### config.mk
export PLATFORM = sky130hd
export DESIGN_NAME = gs_lsu
export DESIGN_NICKNAME = d
export VERILOG_FILES = /design/src/rtl/gs_lsu.sv
export SDC_FILE = /design/constraint.sdc
export NUM_CORES = 1
export LEC_CHECK = 0
export BUFFER_PORTS_ARGS = -buffer_cell sky130_fd_sc_hd__buf_2
export CORE_ASPECT_RATIO = 2
export CORE_MARGIN = 2
export CORE_UTILIZATION = 40
export DETAILED_ROUTE_END_ITERATION = 12
export GPL_TIMING_DRIVEN = 0
export PLACE_DENSITY_LB_ADDON = 0.3
export SETUP_SLACK_MARGIN = 0.05
export SLEW_MARGIN = 20
export SYNTH_ARGS = -nofsm -noshare
export SYNTH_HDL_FRONTEND = slang
export SYNTH_SLANG_ARGS = --single-unit
### constraint.sdc
create_clock -name clk -period 1.72 [get_ports clk]
set_input_delay 0.172 -clock clk [delete_from_list [all_inputs] [get_ports clk]]
set_output_delay 0.172 -clock clk [all_outputs]
set_load 0.005 [all_outputs]
### src/rtl/gs_lsu.sv
// gs_lsu: load/store unit between EX and a req/gnt/rvalid data-memory port, with load alignment and writeback.
// Optional macro GS_LSU_MISALIGN_TRAP_EN: trap misaligned H/W accesses instead of issuing them.
module gs_lsu #(
  parameter int ADDR_SIZE    = 32,
  parameter int WORD_SIZE    = 32,
  parameter int RESP_TIMEOUT = 16
) (
  input  logic                 clk,
  input  logic                 rst,
  input  logic                 ex_valid_i,
  input  logic                 ex_MemRead_i,
  input  logic                 ex_MemWrite_i,
  input  logic [2:0]           ex_DataSize_i,
  input  logic [ADDR_SIZE-1:0] ex_data_addr_i,
  input  logic [WORD_SIZE-1:0] ex_rs2_data_i,
  input  logic                 ex_RegWrite_i,
  input  logic [4:0]           ex_rd_addr_i,
  input  logic [WORD_SIZE-1:0] ex_rd_data_i,
  output logic                 dmem_req_o,
  output logic                 dmem_we_o,
  output logic [3:0]           dmem_be_o,
  output logic [ADDR_SIZE-1:0] dmem_addr_o,
  output logic [WORD_SIZE-1:0] dmem_wdata_o,
  input  logic                 dmem_gnt_i,
  input  logic                 dmem_rvalid_i,
  input  logic [WORD_SIZE-1:0] dmem_rdata_i,
  output logic                 lsu_halt_o,
  output logic                 lsu_bus_err_o,
  output logic                 lsu_misalign_o,
  output logic                 wb_valid_o,
  output logic                 wb_RegWrite_o,
  output logic [4:0]           wb_rd_addr_o,
  output logic [WORD_SIZE-1:0] wb_rd_data_o
);

  localparam int CW = $clog2(RESP_TIMEOUT);

  typedef enum logic [1:0] {IDLE, REQ, WAIT} state_t;

  // What the load path still needs once the request has left.
  typedef struct packed {
    logic [2:0] size;
    logic [1:0] ofs;
    logic       rw;
    logic [4:0] rd;
  } op_t;

  state_t         state;
  op_t            op;
  logic [CW-1:0]  cnt;

  logic [1:0]           a;
  logic                 mem_op;
  logic                 trap;
  logic [3:0]           be_nxt;
  logic [WORD_SIZE-1:0] wd_nxt;
  logic [WORD_SIZE-1:0] lane;
  logic [WORD_SIZE-1:0] ld_ext;
  logic                 sx;

  assign a          = ex_data_addr_i[1:0];
  assign mem_op     = ex_valid_i & (ex_MemRead_i | ex_MemWrite_i);
  assign lsu_halt_o = (state != IDLE);

`ifdef GS_LSU_MISALIGN_TRAP_EN
  assign trap = ((ex_DataSize_i[1:0] == 2'b01) && a[0]) || (ex_DataSize_i[1] && (a != 2'b00));
`else
  assign trap           = 1'b0;
  assign lsu_misalign_o = 1'b0;
`endif

  // Byte-lane steering for stores; reserved sizes fall through to word.
  always_comb begin
    be_nxt = 4'b1111;
    wd_nxt = ex_rs2_data_i;
    case (ex_DataSize_i[1:0])
      2'b00: begin
        be_nxt = 4'b0001 << a;
        wd_nxt = {4{ex_rs2_data_i[7:0]}};
      end
      2'b01: begin
        be_nxt = 4'b0011 << {a[1], 1'b0};
        wd_nxt = {2{ex_rs2_data_i[15:0]}};
      end
      default: ;
    endcase
  end

  // Load alignment and extension, driven straight off the returning bus data.
  always_comb begin
    case (op.size[1:0])
      2'b00:   lane = dmem_rdata_i >> {op.ofs, 3'b000};
      2'b01:   lane = dmem_rdata_i >> {op.ofs[1], 4'b0000};
      default: lane = dmem_rdata_i;
    endcase
    sx = ~op.size[2];
    case (op.size[1:0])
      2'b00:   ld_ext = {{24{sx & lane[7]}}, lane[7:0]};
      2'b01:   ld_ext = {{16{sx & lane[15]}}, lane[15:0]};
      default: ld_ext = lane;
    endcase
  end

  always_ff @(posedge clk or negedge rst) begin
    if (!rst) begin
      state         <= IDLE;
      op            <= '0;
      cnt           <= '0;
      dmem_req_o    <= 1'b0;
      dmem_we_o     <= 1'b0;
      dmem_be_o     <= '0;
      dmem_addr_o   <= '0;
      dmem_wdata_o  <= '0;
      lsu_bus_err_o <= 1'b0;
      wb_valid_o    <= 1'b0;
      wb_RegWrite_o <= 1'b0;
      wb_rd_addr_o  <= '0;
      wb_rd_data_o  <= '0;
`ifdef GS_LSU_MISALIGN_TRAP_EN
      lsu_misalign_o <= 1'b0;
`endif
    end else begin
      wb_valid_o    <= 1'b0;
      wb_RegWrite_o <= 1'b0;
      lsu_bus_err_o <= 1'b0;
`ifdef GS_LSU_MISALIGN_TRAP_EN
      lsu_misalign_o <= 1'b0;
`endif
      case (state)
        IDLE: begin
          if (mem_op && trap) begin
`ifdef GS_LSU_MISALIGN_TRAP_EN
            lsu_misalign_o <= 1'b1;
`endif
          end else if (mem_op) begin
            // Read wins when both strobes are set.
            op           <= '{size: ex_DataSize_i, ofs: a, rw: ex_RegWrite_i, rd: ex_rd_addr_i};
            dmem_req_o   <= 1'b1;
            dmem_we_o    <= ex_MemWrite_i & ~ex_MemRead_i;
            dmem_be_o    <= be_nxt;
            dmem_addr_o  <= {ex_data_addr_i[ADDR_SIZE-1:2], 2'b00};
            dmem_wdata_o <= wd_nxt;
            state        <= REQ;
          end else if (ex_valid_i) begin
            wb_valid_o    <= 1'b1;
            wb_RegWrite_o <= ex_RegWrite_i;
            wb_rd_addr_o  <= ex_rd_addr_i;
            wb_rd_data_o  <= ex_rd_data_i;
          end
        end
        REQ: begin
          if (dmem_gnt_i) begin
            dmem_req_o <= 1'b0;
            if (dmem_we_o) begin
              wb_valid_o   <= 1'b1;
              wb_rd_addr_o <= op.rd;
              state        <= IDLE;
            end else begin
              cnt   <= '0;
              state <= WAIT;
            end
          end
        end
        WAIT: begin
          if (dmem_rvalid_i) begin
            wb_valid_o    <= 1'b1;
            wb_RegWrite_o <= op.rw;
            wb_rd_addr_o  <= op.rd;
            wb_rd_data_o  <= ld_ext;
            state         <= IDLE;
          end else if (cnt == CW'(RESP_TIMEOUT - 1)) begin
            lsu_bus_err_o <= 1'b1;
            state         <= IDLE;
          end else begin
            cnt <= cnt + 1'b1;
          end
        end
        default: state <= IDLE;
      endcase
    end
  end

endmodule
==> reports/metrics.cfg, run 1 <==
[critical_path]
arrival_ns=2.05
start_kind=flop
reg2regPathDepth=8
required_ns=2.04
crit_type=flop to flop
cp_max_fo=10
end_kind=flop
r2r_setup_slack_ns=-0.006
crit_end=wb_rd_data_o[28]
rr_startpoint=state[1]
reg2reg_to=wb_rd_data_o[28]
worstSetupStartpoint=state[1]

[yosys]
ys_warn_count=0
synthArstFlopShare_pct=100
ys.flop_type=dfrtp_1
synth.avg_cell_area_um2=10.2
synth_commonest_cells=dfrtp_1 (125), nand2_1 (72), nor2_1 (64)
synth.largest_area_cell=dfrtp_1
synth_cells=595
synthAdderAreaFrac_pct=1.04
muxShareOfSynthArea_pct=16.2
synthXorXnorAreaFrac_pct=0.145
netlist_area_um2=6040
synth_seq_cells=125
synth_cell_types=37
synth-edff-count=0
synth_top_family_by_area=multiplexers
yosysMostFrequentCell=dfrtp_1
synthTopCellsByArea=dfrtp_1 (52%), mux2_2 (8.8%), mux2i_1 (7.5%), nand2_1 (4.5%), o21ai_0 (4.3%)
synth_top_area_share_pct=51.8
yosysSeqAreaShare_pct=51.8
synth_compound_area_share_pct=14.9
synth-simple-area-share_pct=11.1

[run]
max_cap_viol_count=0

[cts]
numClockSinks=125
clock_latency_ns=0.41
cts_tree=built
cts-buffers-inserted=17
clk_pin_slew_ns=0.06
htree_num_levels=4
cts_max_path_buffers=2
root_buffer=clkbuf_16

[timing]
fin_ws_ns=-0.00623
setup_violations=2
max_freq_mhz=579
hold_violations=0
finalCriticalPeriod_ns=1.73
skew_ns=0.00887
setup-tns-final_ns=-0.00696
drv_slew=0
worst_pin_slew_ns=1.01
slew_headroom_pct=32.6
finalCritPeriodShare_pct=100
rsz0062_at_grt=yes

[floorplanning]
initial_core_util_pct=40.8
die_h_um=178
die_area_um2=16200
rows=63
die_x_um=90.9
coreArea_um2=14800
pin_count=256

[place]
dp_hpwl_mm=14.6
dp_cells=1045
port_buffers=252
dp_worst_setup_slack_ns=-0.638
gp_congestion=0.908
dpl-instance-area_um2=7700

[pwr]
power.leakage_nw=4.98
vdd_ir_drop_max_mv=1.25
p_per_area_nw_per_um2=1760

[outcome]
violations=negative setup slack
status=complete, but fails checks

[finish]
n_antenna_cell=0
fin_area_um2=10100
nNetsFinal=1089
drive_gt1_share_pct=52.3
layout.cells.non_filler=1148
syn_to_final_growth_pct=66.8

[worst_hold_path]
worstHoldPathType=primary input to flop

[routing]
wl_per_cell_um=19.2
drt_wl_total_mm=22.0
drc=0
vias=6004
via_per_inst=5.23
ant_nets=0
firstDrtPassIters=4
drt_iter0_drc=210

[global_route]
grt_pass1_wl_mm=32.7
grt_overflow=0
grt_max_degree=69
grt_pass1_vias=6384
grtUsageTotal_pct=26.3
grt_antenna_before_repair=0

report_power, final:
group          internal, W  leakage (nW)  switching, W  total, W
sequential         0.00437          1.49      0.000861   0.00523
clock              0.00266         0.314       0.00135   0.00400
combinational      0.00445          3.17       0.00402   0.00846
routing by layer:
layer  vias up  routed length, um  track usage, %  share of wire [%]
met5         -                  0               0                  0
met4         0               1020            14.5                4.6
met3        58               1280            6.28                5.8
met2       267              12300            50.1                 56
met1      2905               7420            25.5                 34
li1       2774                  -               -                  -
worst min path at each step:
stage / startpoint / end / slack [ns] / depth (start not counted)
3_3_place_gp: ex_MemRead_i / dmem_we_o / 0.40 / 2
5_1_grt: ex_rd_addr_i[1] / op[1] / 0.004 / 2
4_1_cts: ex_rd_addr_i[1] / op[1] / 0.005 / 2
3_5_place_dp: rst / wb_rd_data_o[7] / 0.14 / 1
2_1_floorplan: rst / cnt[0] / -0.12 / 0
6_report: ex_rd_addr_i[1] / op[1] / 0.02 / 2
registers in the layout, indices dropped and copies added, names as in the netlist:
name           cells
state              2
lsu_bus_err_o      1
dmem_wdata_o      32
dmem_be_o          4
wb_rd_data_o      32
wb_RegWrite_o      1
dmem_we_o          1
dmem_req_o         1
wb_valid_o         1
dmem_addr_o       30
cnt                4
wb_rd_addr_o       5
op                11
stage by stage:
| step | util, % | hold WS (ns) | total power [W] |
|---|---|---|---|
| after global routing | 68.0 | 0.00435 | 0.0187 |
| after global placement | 51.7 | 0.403 | 0.0109 |
| after CTS | 63.9 | 0.00517 | 0.0165 |
| after floorplan | - | -0.124 | 0.00850 |
| after detailed placement | 52.0 | 0.140 | 0.0111 |
| final | 68.0 | 0.0207 | 0.0177 |
worst max-delay path, cell delays in order (launching register included):
cell and delay (ns):
dfrtp_1 0.42, buf_6 0.14, ha_4 0.17, nor2b_4 0.15, a21oi_4 0.18, buf_8 0.19, buf_12 0.16, nor2_2 0.04
a221oi_2 0.17
logic make-up after synthesis:
logic type | after synthesis
AND/OR/NAND/NOR | 163
AO/OA/AOI/OAI | 138
flip-flops | 125
multiplexers | 92
buffers and inverters | 70
adder cells (fa/ha/maj) | 5
other | 1
XOR/XNOR | 1
what timing repair did:
item,CTS,global route
endpoints found under the setup margin,123,119
hold buffers,37,0
resized for setup,114,146
cloned,5,6
endpoints found under the hold margin,93,0
pin swaps,8,27
buffers inserted,22,9
area by class of cell:
cell class                 count  area (um2)
clock buffer                  23         508
inverter                      27         109
timing repair buffer         330        2140
sequential                   125        3130
tap                          195         244
multi-input combinational    402        3390
clock inverter                 9         155
fill                        1162        4750
buffer                        37         395
placed cells by master, fill, tap and decap left out, types with 6 or more instances in the layout:
cell	n
clkbuf_16	26
nor2_4	6
nor2_2	6
a31oi_1	10
inv_1	23
a221oi_2	25
buf_4	30
mux2i_1	37
mux2_4	46
nor2b_1	10
nand2_1	65
o21ai_1	18
buf_8	8
buf_2	254
a21oi_1	20
o21ai_0	24
buf_6	10
clkbuf_8	7
nand3_1	6
clkbuf_1	6
dfrtp_1	124
dlygate4sd3_1	37
o21ai_2	10
nor2_1	52
Power figures use the tool's default switching activity.
==> inputs of run 2 (changes only) <==
--- a/config.mk
+++ b/config.mk
@@ -13,6 +13,7 @@
 export GPL_TIMING_DRIVEN = 0
 export PLACE_DENSITY_LB_ADDON = 0.3
 export SETUP_SLACK_MARGIN = 0.05
+export SKIP_CTS_REPAIR_TIMING = 1
 export SLEW_MARGIN = 20
 export SYNTH_ARGS = -nofsm -noshare
 export SYNTH_HDL_FRONTEND = slang
==> run 2 against run 1 <==
The flow still finishes with violations (negative setup slack). Critical path depth rose by 1. Clock power barely moved. Maximum frequency fell by 4.5%. Register-to-register slack got worse by 0.08 ns. Global-route usage fell by 2.8 points. Die area did not move. Sequential share of layout area rose by 0.46 points. Critical path type unchanged. Largest power group unchanged.
==> reports/metrics.cfg, run 2 (synthesis results as in run 1) <==
[outcome]
status=complete, but fails checks
violations=negative setup slack

[pwr]
p_seq_share_pct=29.9  ; +0.4 points
netSwitchingFraction_pct=35.4  ; +0.18 points
p_int_w=0.0113  ; -1.6%
power.leakage_nw=4.91  ; -1.3%
vdd_ir_drop_max_mv=1.24  ; -0.80%
combPwrFrac_pct=47.1  ; -0.7 points
power_switching_w=0.00618  ; -0.80%
p_per_area_nw_per_um2=1760  ; +0.15%
clock_power_share_pct=23.0  ; +0.4 points

[timing]
skew_ns=0.00980  ; +0.000933 ns
slew_headroom_pct=32.4  ; -0.28 points
setup_violations=63  ; +61
max_freq_mhz=553  ; -4.5%
drv_slew=0  ; unchanged
rsz0062_at_grt=yes
finalCritPeriodShare_pct=105  ; +4.8 points
fin_ws_ns=-0.0884  ; -0.0822 ns
finalCriticalPeriod_ns=1.81  ; +0.0822 ns
worst_pin_slew_ns=1.01  ; +0.00420 ns
setup-tns-final_ns=-1.88  ; -1.87 ns
hold_violations=0  ; unchanged

[cts]
root_buffer=clkbuf_16
cts_tree=built
numClockSinks=125  ; unchanged
cts_max_path_buffers=2  ; unchanged
htree_num_levels=4  ; unchanged
clk_pin_slew_ns=0.06  ; about the same
clock_latency_ns=0.42  ; about the same
cts-buffers-inserted=17  ; unchanged

[critical_path]
required_ns=2.02  ; -0.02 ns
crit_type=flop to flop
reg2regPathDepth=9  ; +1
start_kind=flop
arrival_ns=2.11  ; +0.06 ns
end_kind=flop
cp_max_fo=10  ; unchanged

[floorplanning]
die_h_um=178  ; unchanged
pin_count=256  ; unchanged
rows=63  ; unchanged
initial_core_util_pct=40.8  ; unchanged
die_area_um2=16200  ; unchanged
coreArea_um2=14800  ; unchanged
die_x_um=90.9  ; unchanged

[place]
gp_congestion=0.908  ; unchanged
port_buffers=252  ; unchanged
dp_hpwl_mm=14.6  ; unchanged

[finish]
drive_gt1_share_pct=50.2  ; -2.0 points
syn_to_final_growth_pct=64.3
n_antenna_cell=0  ; unchanged
post-route-util_pct=67.0  ; -1.0 points
nNetsFinal=1086  ; -0.28%
mostFrequentLayoutCells=buf_2 (254), dfrtp_1 (124), nand2_1 (61), nor2_1 (60), mux2_4 (47)
layout_commonest_cell=buf_2
largestRegisters=dmem_wdata_o x32, wb_rd_data_o x32, dmem_addr_o x30

[worst_hold_path]
worstHoldPathType=primary input to flop
min_path_cells=2  ; unchanged

[routing]
firstDrtPassIters=4  ; unchanged
drt_wl_total_mm=22.0  ; -0.27%
drt_iter0_drc=204  ; -2.9%
vias=5993  ; -0.18%
drc=0  ; unchanged
wl_per_cell_um=19.2  ; about the same
ant_nets=0  ; unchanged
via_per_inst=5.23  ; about the same

[global_route]
grtUsageTotal_pct=23.5  ; -2.8 points
grt_antenna_before_repair=0  ; unchanged
grt_pass1_wl_mm=29.4  ; -10%
grt_overflow=0  ; unchanged
grt_pass1_vias=5923  ; -7.2%
grt_max_degree=69  ; unchanged

[run]
max_cap_viol_count=0  ; unchanged

==> run 2: cell types whose count changed in the layout (fill, tap and decap cells not counted), sizes merged <==
cell	delta
buf	-3
dlygate4sd3	-2
clkbuf	+2
==> run 2: area by class of cell <==
cell class | count | area, um2
timing repair buffer | 325 | 2100
buffer | 39 | 370
fill | 1205 | 4890
clock buffer | 23 | 508
multi-input combinational | 402 | 3300
clock inverter | 9 | 155
tap | 195 | 244
sequential | 125 | 3130
inverter | 27 | 111
==> run 2: metal layers <==
metal / vias to the layer above / GRT usage (%) / share of wire, %
met5: - / 0 / 0
met4: 0 / 12.8 / 4.2
met3: 53 / 6.11 / 5.5
met2: 270 / 44.6 / 56
met1: 2904 / 22.6 / 34
li1: 2766 / - / -
==> run 2: critical path: stages, from the launching register on <==
cell	delay, ns
dfrtp_1	0.41
inv_2	0.11
ha_4	0.14
buf_8	0.13
nand3_4	0.10
a21oi_4	0.20
buf_8	0.17
buf_8	0.14
nor2_1	0.05
a221oi_1	0.23
==> run 2: stage by stage <==
step                setup slack (ns)  hold slack (ns)  instances  power, W  cell area (um2)
global route                  -0.165          0.00466       1145    0.0184             9930
CTS                           -0.653           -0.307       1077    0.0151             8360
global placement               -1.29            0.403       1044    0.0109             7660
floorplan                     0.0157           -0.124        597   0.00850             6160
detailed placement            -0.638            0.140       1045    0.0111             7700
finish                       -0.0884           0.0112       1145    0.0175             9930
==> run 2: path summary, 6_finish.rpt <==
| path | start | to | slack (ns) |
|---|---|---|---|
| max | state[1] | wb_rd_data_o[24] | -0.09 |
| min | ex_rd_addr_i[2] | op[2] | 0.01 |
| max reg2reg | state[1] | wb_rd_data_o[24] | -0.09 |
| min reg2reg | dmem_wdata_o[18] | dmem_wdata_o[18] | 0.48 |
| max in group asynchronous | rst | dmem_addr_o[25] | 0.72 |
| min in group asynchronous | rst | op[8] | 0.29 |
==> run 2: power groups by stage <==
stage          Sequential, W  Clock (W)  Combinational [W]
2_1_floorplan        0.00520          0            0.00330
3_3_place_gp         0.00507          0            0.00583
3_5_place_dp         0.00512          0            0.00594
4_1_cts              0.00510    0.00406            0.00595
5_1_grt              0.00538    0.00420            0.00886
6_report             0.00521    0.00402            0.00823
==> inputs of run 3 (changes only) <==
--- a/config.mk
+++ b/config.mk
@@ -8,7 +8,7 @@
 export BUFFER_PORTS_ARGS = -buffer_cell sky130_fd_sc_hd__buf_2
 export CORE_ASPECT_RATIO = 2
 export CORE_MARGIN = 2
-export CORE_UTILIZATION = 40
+export CORE_UTILIZATION = 44
 export DETAILED_ROUTE_END_ITERATION = 12
 export GPL_TIMING_DRIVEN = 0
 export PLACE_DENSITY_LB_ADDON = 0.3
==> run 3 against run 2 <==
The run still ends with negative setup slack left. Setup slack better by 0.035 ns. Clock power shrank 13%. Routed wire length fell by 3.8%. Cell count is 4.2% lower. Combinational power fell by 3.8%. Register-to-register slack improved by 0.04 ns. Sequential power about the same. Non-clock buffer count is 8 lower. Clock skew increased by 0.0033 ns. Final area shrank 3.2%.
==> reports/metrics.cfg, run 3 (synthesis results as in run 1) <==
[finish]
layout_commonest_cell=buf_2
mostFrequentLayoutCells=buf_2 (254), dfrtp_1 (124), nor2_1 (62), nand2_1 (58), mux2_4 (43)
n_antenna_cell=0  ; unchanged
fin_area_um2=9610  ; -3.2%
layout.cells.non_filler=1097  ; -4.2%
largestRegisters=dmem_wdata_o x32, wb_rd_data_o x32, dmem_addr_o x30
nNetsFinal=1078  ; -0.74%
drive_gt1_share_pct=49.7  ; -0.53 points
post-route-util_pct=71.5  ; +4.5 points
syn_to_final_growth_pct=59.0

[place]
dp_hpwl_mm=14.6  ; -0.56%
dp_worst_setup_slack_ns=-0.421  ; +0.217 ns
dpl-instance-area_um2=7650  ; -0.65%
dp_cells=1005  ; -3.8%
gp_congestion=0.922  ; +1.5%
port_buffers=252  ; unchanged

[critical_path]
end_kind=flop
cp.buffers_inverters=4  ; unchanged
arrival_ns=2.07  ; -0.04 ns
start_kind=flop
crit_type=flop to flop
rr_startpoint=state[1]
reg2regPathDepth=7  ; -2
crit_slowest_cell=dfrtp_1
critPathMaxStageDelay_ns=0.40  ; about the same
critPathTopFamily=buffers and inverters
required_ns=2.01  ; about the same
r2r_setup_slack_ns=-0.05  ; +0.04 ns
reg2reg_to=dmem_addr_o[4]
cp_max_fo=7  ; -3
crit_chain=inv_2 -> ha_4 -> buf_6 -> o211ai_1 -> buf_4 -> clkbuf_16 -> mux2_4

[worst_hold_path]
worstHoldStart=ex_rd_addr_i[0]
min_to=op[0]
worstHoldPathType=primary input to flop
min_path_cells=2  ; unchanged

[global_route]
grt_max_degree=81  ; +17%
grt_pass1_wl_mm=28.8  ; -2.0%
grt_overflow=0  ; unchanged
grt_antenna_before_repair=0  ; unchanged
grtUsageTotal_pct=25.5  ; +2.0 points
grt_pass1_vias=5710  ; -3.6%

[timing]
worst_pin_slew_ns=0.927  ; -0.0843 ns
hold_violations=0  ; unchanged
finalCritPeriodShare_pct=103  ; -2.0 points
rsz0062_at_grt=yes
finalCriticalPeriod_ns=1.77  ; -0.0353 ns
max_freq_mhz=564  ; +2.0%
slew_headroom_pct=38.0  ; +5.6 points
skew_ns=0.0131  ; +0.00329 ns
drv_slew=0  ; unchanged
setup_violations=34  ; -46%
fin_ws_ns=-0.0532  ; +0.0353 ns

[cts]
numClockSinks=125  ; unchanged
cts_max_path_buffers=2  ; unchanged
clock_latency_ns=0.41  ; about the same
htree_num_levels=4  ; unchanged
root_buffer=clkbuf_16
cts-buffers-inserted=17  ; unchanged
cts_tree=built
clk_pin_slew_ns=0.07  ; about the same

[outcome]
status=complete, but fails checks
violations=negative setup slack

[routing]
wl_per_cell_um=19.3  ; +0.45%
drc=0  ; unchanged
via_per_inst=5.36  ; +2.4%
vias=5879  ; -1.9%
drt_iter0_drc=220  ; +7.8%
ant_nets=0  ; unchanged
drt_wl_total_mm=21.2  ; -3.8%
firstDrtPassIters=5  ; +1

[run]
max_cap_viol_count=0  ; unchanged

[floorplanning]
initial_core_util_pct=45.0  ; +4.2 points
die_x_um=86.9  ; -4.5%
pin_count=256  ; unchanged
die_area_um2=14700  ; -8.8%
rows=60  ; -4.8%
coreArea_um2=13400  ; -9.3%
die_h_um=170  ; -4.5%

[pwr]
power.leakage_nw=4.79  ; -2.4%
p_per_area_nw_per_um2=1730  ; -1.8%
vdd_ir_drop_max_mv=1.18  ; -4.4%

[run 3: cell types whose count changed in the layout (fill, tap and decap cells not counted), sizes merged]
cell         change
buf              -1
bufinv           -3
clkbuf          -10
clkinv           +4
clkinvlp         -2
dlygate4sd3      -2
inv              +6
[run 3: worst max-delay path by stage]
stage,depth (start not counted),slack [ns],to,startpoint
final,7,-0.05,dmem_addr_o[4],state[1]
after global routing,10,-0.14,wb_rd_data_o[23],state[0]
after CTS,6,-0.45,wb_rd_data_o[2],state[0]
after detailed placement,6,-0.42,wb_rd_data_o[2],state[0]
after global placement,1,-1.23,dmem_addr_o[12],rst
after floorplan,6,0.02,dmem_addr_o[10],state[0]
[run 3: metal layers]
metal / GRT usage, % / share of wire [%] / up-vias
met5: 0 / 0 / -
met4: 14.7 / 5.1 / 0
met3: 6.86 / 6.1 / 51
met2: 46.5 / 55 / 269
met1: 24.8 / 34 / 2802
li1: - / - / 2757
[run 3: per-stage QoR]
| step | total power (W) | setup TNS [ns] | hold slack (ns) |
|---|---|---|---|
| floorplan | 0.00850 | 0 | -0.124 |
| global placement | 0.0109 | -180.85 | 0.403 |
| detailed placement | 0.0110 | -32.40 | 0.0889 |
| CTS | 0.0146 | -34.97 | -0.352 |
| global route | 0.0175 | -6.30 | 0.00223 |
| finish | 0.0166 | -0.838 | 0.00561 |
[run 3: report_power, final]
group / internal, W / leakage [nW] / switching, W / total (W)
logic: 0.00413 / 3.03 / 0.00379 / 0.00792
registers: 0.00436 / 1.49 / 0.000833 / 0.00520
clock network: 0.00202 / 0.272 / 0.00147 / 0.00348
total: 0.0105 / 4.79 / 0.00609 / 0.0166
[run 3: area by class of cell]
| type | instances | area (um2) |
|---|---|---|
| plain buffers | 40 | 400 |
| clock buffers | 18 | 429 |
| clock inverters | 14 | 134 |
| fillers | 974 | 3830 |
| inverters | 27 | 106 |
| multi-input cells | 402 | 3240 |
| flip-flops and latches | 125 | 3130 |
| well taps | 155 | 194 |
| repair buffers | 316 | 1980 |
[run 3: worst reg2reg max path, stage by stage (launching register included)]
cell and delay [ns]:
dfrtp_1 0.40, inv_2 0.08, ha_4 0.16, buf_6 0.13
o211ai_1 0.16, buf_4 0.27, clkbuf_16 0.19, mux2_4 0.29
